**config.mk**
```make
export PLATFORM = sky130hd
export DESIGN_NAME = aes_128_key_sched
export DESIGN_NICKNAME = d
export VERILOG_FILES = /design/src/rtl/aes_128_key_sched.sv
export SDC_FILE = /design/constraint.sdc
export NUM_CORES = 2
export LEC_CHECK = 0
export CORE_MARGIN = 5
export CORE_UTILIZATION = 25
export DETAILED_ROUTE_END_ITERATION = 7
export PLACE_DENSITY = 0.43
export SETUP_SLACK_MARGIN = 0.1
export SYNTH_ARGS = -nofsm -noshare
export SYNTH_HDL_FRONTEND = slang
export SYNTH_SLANG_ARGS = --single-unit
```
**constraint.sdc**
```tcl
create_clock -name clk -period 14.67 [get_ports clk]
set_clock_uncertainty 0.1 [all_clocks]
set_input_delay 1.467 -clock clk [delete_from_list [all_inputs] [get_ports clk]]
set_output_delay 1.467 -clock clk [all_outputs]
set_load 0.03 [all_outputs]
```
**src/rtl/aes_128_key_sched.sv**
```systemverilog
// aes_128_key_sched
// Round-key scheduler for the 128-bit AES core. Holds the NR+1 expanded
// round keys written by the host and hands them to the core one at a time.
// While idle it presents round key 0. After a block start (in_en) it moves
// to the next round key on each key_ready request from the core. A block
// completion (out_en) returns it to idle. The key store is locked while a
// block is in flight.
//
// Ports:
//   clk          system clock, rising edge
//   kill         asynchronous active-low reset
//   key_wr_en    host write strobe into the key store
//   key_wr_addr  round-key index being written, 0..NR
//   key_wr_data  round-key value being written
//   key_clr      invalidates every stored key
//   in_en        block-input strobe to the core (snooped)
//   key_ready    core request for the next round key
//   out_en       core output-valid strobe (snooped)
//   key_round    registered round key driven to the core
//   key_valid    all NR+1 keys written since the last clear/reset
//   busy         high while a block is in flight
//   round_idx    index of the key currently on key_round
//   err          registered single-cycle error pulse
module aes_128_key_sched #(
    parameter int NR = 10,
    parameter int KW = 128
) (
    input  logic          clk,
    input  logic          kill,
    input  logic          key_wr_en,
    input  logic [3:0]    key_wr_addr,
    input  logic [KW-1:0] key_wr_data,
    input  logic          key_clr,
    input  logic          in_en,
    input  logic          key_ready,
    input  logic          out_en,
    output logic [KW-1:0] key_round,
    output logic          key_valid,
    output logic          busy,
    output logic [3:0]    round_idx,
    output logic          err
);

    typedef enum logic {IDLE, RUN} state_t;

    localparam logic [3:0] NR_IDX = 4'(NR);

    state_t        state, state_nxt;
    logic [KW-1:0] rk [0:NR];
    logic [NR:0]   mask, mask_nxt;
    logic [3:0]    idx, idx_nxt, idx_eff;
    logic [KW-1:0] key_round_nxt;
    logic [3:0]    round_idx_nxt;
    logic          err_nxt;
    logic          addr_ok;
    logic          wr_ok;
    logic          advance;

    assign addr_ok = (key_wr_addr <= NR_IDX);
    // A clear in the same cycle suppresses the write entirely.
    assign wr_ok   = key_wr_en && addr_ok && (state == IDLE) && !key_clr;
    assign busy    = (state == RUN);

    // The key store itself needs no reset; the valid mask says what is usable.
    always_ff @(posedge clk) begin
        if (wr_ok) begin
            rk[key_wr_addr] <= key_wr_data;
        end
    end

    // Next-state and output logic. "advance" marks the cycles in which a
    // key_ready request is served against idx_eff: idx_eff is the running
    // index, or 1 when a new block starts in this cycle.
    always_comb begin
        state_nxt     = state;
        idx_nxt       = idx;
        idx_eff       = idx;
        key_round_nxt = key_round;
        round_idx_nxt = round_idx;
        mask_nxt      = mask;
        err_nxt       = 1'b0;
        advance       = 1'b0;

        if (key_clr) begin
            mask_nxt = '0;
        end else if (wr_ok) begin
            mask_nxt[key_wr_addr] = 1'b1;
        end

        if (key_wr_en && (!addr_ok || state == RUN)) begin
            err_nxt = 1'b1;
        end

        case (state)
            IDLE: begin
                key_round_nxt = rk[0];
                round_idx_nxt = 4'd0;
                if (in_en) begin
                    if (key_valid) begin
                        state_nxt = RUN;
                        idx_eff   = 4'd1;
                        advance   = 1'b1;
                    end else begin
                        err_nxt = 1'b1;
                    end
                end
            end
            RUN: begin
                // A new block start outranks completion of the previous one.
                if (in_en) begin
                    idx_eff = 4'd1;
                    advance = 1'b1;
                end else if (out_en) begin
                    state_nxt     = IDLE;
                    key_round_nxt = rk[0];
                    round_idx_nxt = 4'd0;
                end else begin
                    advance = 1'b1;
                end
            end
            default: state_nxt = IDLE;
        endcase

        if (advance) begin
            idx_nxt = idx_eff;
            if (key_ready) begin
                if (idx_eff <= NR_IDX) begin
                    key_round_nxt = rk[idx_eff];
                    round_idx_nxt = idx_eff;
                    idx_nxt       = idx_eff + 4'd1;
                end else begin
                    // Overrun: the core asked for more keys than exist.
                    err_nxt = 1'b1;
                end
            end
        end
    end

    // State and output registers. key_valid is derived from the same next
    // mask so it changes on the same edge as the mask.
    always_ff @(posedge clk or negedge kill) begin
        if (!kill) begin
            state     <= IDLE;
            idx       <= 4'd0;
            key_round <= '0;
            round_idx <= 4'd0;
            mask      <= '0;
            key_valid <= 1'b0;
            err       <= 1'b0;
        end else begin
            state     <= state_nxt;
            idx       <= idx_nxt;
            key_round <= key_round_nxt;
            round_idx <= round_idx_nxt;
            mask      <= mask_nxt;
            key_valid <= &mask_nxt;
            err       <= err_nxt;
        end
    end

endmodule
```
==> flow_metrics.py <==
metrics = {
    "logic_synthesis": {
        "yosysMostFrequentCell": "edfxtp_1",
        "synth_top_area_cell": "edfxtp_1",
        "synth_flop_cell": "edfxtp_1",
        "synth_area_leaders": "edfxtp_1 (65%), dfrtp_1 (5.8%), mux4_2 (4.4%)",
        "ys_seq_elements": 1558,
        "syn_area_mm2": 0.0649,
        "netlist.area_leader.share_pct": 65.1,
        "netlist_instances": 3996,
        "synthArstFlopShare_pct": 9.63,
        "synth.net_count": 4137,
        "synth_area_per_cell_um2": 16.2,
        "synth-edff-count": 1408,
        "ys_seq_area_share_pct": 70.9,
        "ys_warn_count": 0,
        "synthTopCellsByCount": "edfxtp_1 (1408), clkbuf_1 (265), o21ai_0 (259)",
        "ys_types": 51,
    },
    "final_layout": {
        "design_area_mm2": 0.0771,
        "fill_cells": 25500,
        "layout-drive-gt1-share_pct": 13.8,
        "final_nets": 4280,
        "syn_to_final_growth_pct": 18.8,
    },
    "pwr": {
        "p_per_area_mw_per_mm2": 124,
        "p_leak_nw": 23.7,
        "peakVddDrop_uv": 133,
        "clkPwrFrac_pct": 46.6,
        "p_switching_mw": 2.02,
        "intPower_mw": 7.54,
        "p_sw_share_pct": 21.1,
        "combPwrFrac_pct": 2.0,
        "pwr-share-seq_pct": 51.4,
        "power_mw": 9.56,
    },
    "placement": {
        "finalWeightedCongestion": 0.695,
        "place_ws_ps": 8170,
        "post_dp_cell_area_mm2": 0.0712,
        "hpwl_um": 108000,
        "portBuffers": 273,
    },
    "cts": {
        "numCtsBuffers": 178,
        "cts_setup_buffers": 0,
        "hold_buffers": 0,
        "root_buffer": "clkbuf_16",
        "cts-resized-gates": 0,
        "insertion_delay_ps": 820,
        "clk_pin_slew_worst_paths_ps": 60,
        "cts_sinks": 1558,
        "cts_buffer_depth": 3,
        "cts_tree": "yes",
        "cts-htree-levels": 4,
    },
    "route": {
        "ant_nets": 0,
        "wl_per_cell_um": 28.3,
        "viasPerCell": 5.13,
        "drc": 0,
        "first_pass_iters": 8,
        "dr.first_iter.drc_count": 2651,
        "vias": 39600,
        "wirelength_um": 219000,
    },
    "global_route": {
        "grt_pass1_wl_um": 311000,
        "grt_max_degree": 158,
        "grtUsageTotal_pct": 15.7,
        "antenna_found_initial": 35,
        "grt-ovfl-total": 0,
        "grt_pass1_vias": 41000,
    },
    "critical_path": {
        "critPathMaxStageDelay_ps": 870,
        "required_ps": 15290,
        "path_common_cell": "buf_4",
        "crit_fanout": 57,
        "critPathLaunch": "in_en",
        "crit_path_end_kind": "flip-flop",
        "path_cells": "clkdlybuf4s50_1 > o21ai_4 > buf_4 > nand2_1 > inv_1 > ha_1 > nor2b_1 > nor3b_4 > buf_4 > buf_4 > nor4_1 > o22ai_1",
        "r2r_start": "busy$_DFF_PN0_",
        "worstPathArrival_ps": 6280,
        "ff2ff_path_depth": 11,
        "critPathSlowestCell": "buf_4",
        "cp-start-kind": "input port",
        "path_class": "input port to flip-flop",
        "r2r-end": "key_round[83]$_DFF_PN0_",
        "r2r_setup_slack_ps": 9270,
        "crit_path_end": "key_round[83]$_DFF_PN0_",
    },
    "hold_path": {
        "hold_path_class": "flip-flop to flip-flop",
        "min_path_cells": 2,
    },
    "timing": {
        "rsz0062_at_grt": "false",
        "fin_hold_ws_ps": 390,
        "maxSlewHeadroom_pct": 24.2,
        "fin_crit_sh_pct": 38.6,
        "maxSlewViolCount": 0,
        "fmaxAchievable_ghz": 0.177,
        "fin_ws_ps": 9010,
        "setup_violations": 0,
        "hold_viol_final": 0,
        "tightestPinTransition_ps": 1140,
        "post-route-min-period_ps": 5660,
        "tns_ps": 0,
    },
    "outcome": {
        "status": "finished clean",
    },
    "die": {
        "core_area_mm2": 0.259,
        "core.rowCount": 187,
        "die-area_mm2": 0.270,
        "die_h_um": 520,
        "die_x_um": 520,
        "io_pins": 274,
        "initial_utilization_pct": 25.1,
    },
    "job": {
        "maxCapViolations": 0,
    },
}
[area by class of cell]
| cell class | count | area (um2) | share of cell area, % |
|---|---|---|---|
| diodes | 15 | 37.5 | 0.0487 |
| inverters | 8 | 30.0 | 0.0389 |
| multi-input cells | 2026 | 17300 | 22.4 |
| repair buffers | 367 | 3590 | 4.66 |
| flip-flops and latches | 1558 | 46100 | 59.7 |
| clock inverters | 92 | 923 | 1.20 |
| well taps | 3402 | 4260 | 5.52 |
| clock buffers | 245 | 4950 | 6.42 |
[worst max-delay path, delay by kind of cell]
kind	cells	cell delay, ps
AO/OA/AOI/OAI	2	330
adder cells (fa/ha/maj)	1	180
AND/OR/NAND/NOR	4	1170
buffers and inverters	5	3010
[worst min path at each step]
stage	startpoint	end	slack (ps)
after global placement	mask[10]$_DFF_PN0_	mask[10]$_DFF_PN0_	380
after floorplan	mask[10]$_DFF_PN0_	mask[10]$_DFF_PN0_	350
final	mask[10]$_DFF_PN0_	mask[10]$_DFF_PN0_	390
after CTS	mask[10]$_DFF_PN0_	mask[10]$_DFF_PN0_	400
after detailed placement	mask[10]$_DFF_PN0_	mask[10]$_DFF_PN0_	380
after global routing	mask[8]$_DFF_PN0_	mask[8]$_DFF_PN0_	410
[routing by layer]
layer	wire (um)	part of all wire, %	global-route usage (%)
met3	9820	4.5	2.85
met4	5710	2.6	4.28
met2	107000	49	26.7
met1	95600	44	20.6
met5	98	0.045	0
[cells by family after synthesis]
kind of cell | share of synthesized area (%)
and+or+nand+nor | 5.97
muxes | 6.49
xor gates and xnor gates | 0.0135
DFF | 70.9
AOI/OAI and AO/OA | 13.8
buffers and inverters | 2.74
adders and majority gates | 0.0385
[registers in the layout (all words and copies together) (netlist names)]
register	flops
round_idx	4
key_round	128
busy	1
rk	1408
key_valid	1
err	1
idx	4
mask	11
[power groups by stage]
stage	sequential, mW	combinational (mW)	clock (mW)
final	4.91	0.193	4.46
after floorplan	5.01	0.0429	0
after CTS	4.91	0.198	4.59
after global placement	5.00	0.195	0
after global routing	4.91	0.210	4.78
after detailed placement	5.00	0.197	0
[cells in the final DEF, fill, tap and decap left out, types with 129 or more instances in the layout]
| master | instances |
|---|---|
| nand3b_1 | 257 |
| o21ai_0 | 259 |
| a31oi_1 | 132 |
| o211ai_1 | 130 |
| clkbuf_16 | 182 |
| edfxtp_1 | 1408 |
| dfrtp_1 | 145 |
| mux2i_1 | 131 |
| a22oi_1 | 129 |
| o22ai_1 | 130 |
| clkdlybuf4s50_1 | 272 |
| and3_1 | 129 |
| a21boi_0 | 129 |
[per-stage QoR]
step | utilization, % | cells
after floorplan | - | 3996
after global placement | 27.5 | 7361
after detailed placement | 27.5 | 7361
after CTS | 29.8 | 7698
after global routing | 29.8 | 7700
final | 29.8 | 7713
No activity file was read; power rests on OpenSTA's default activity.
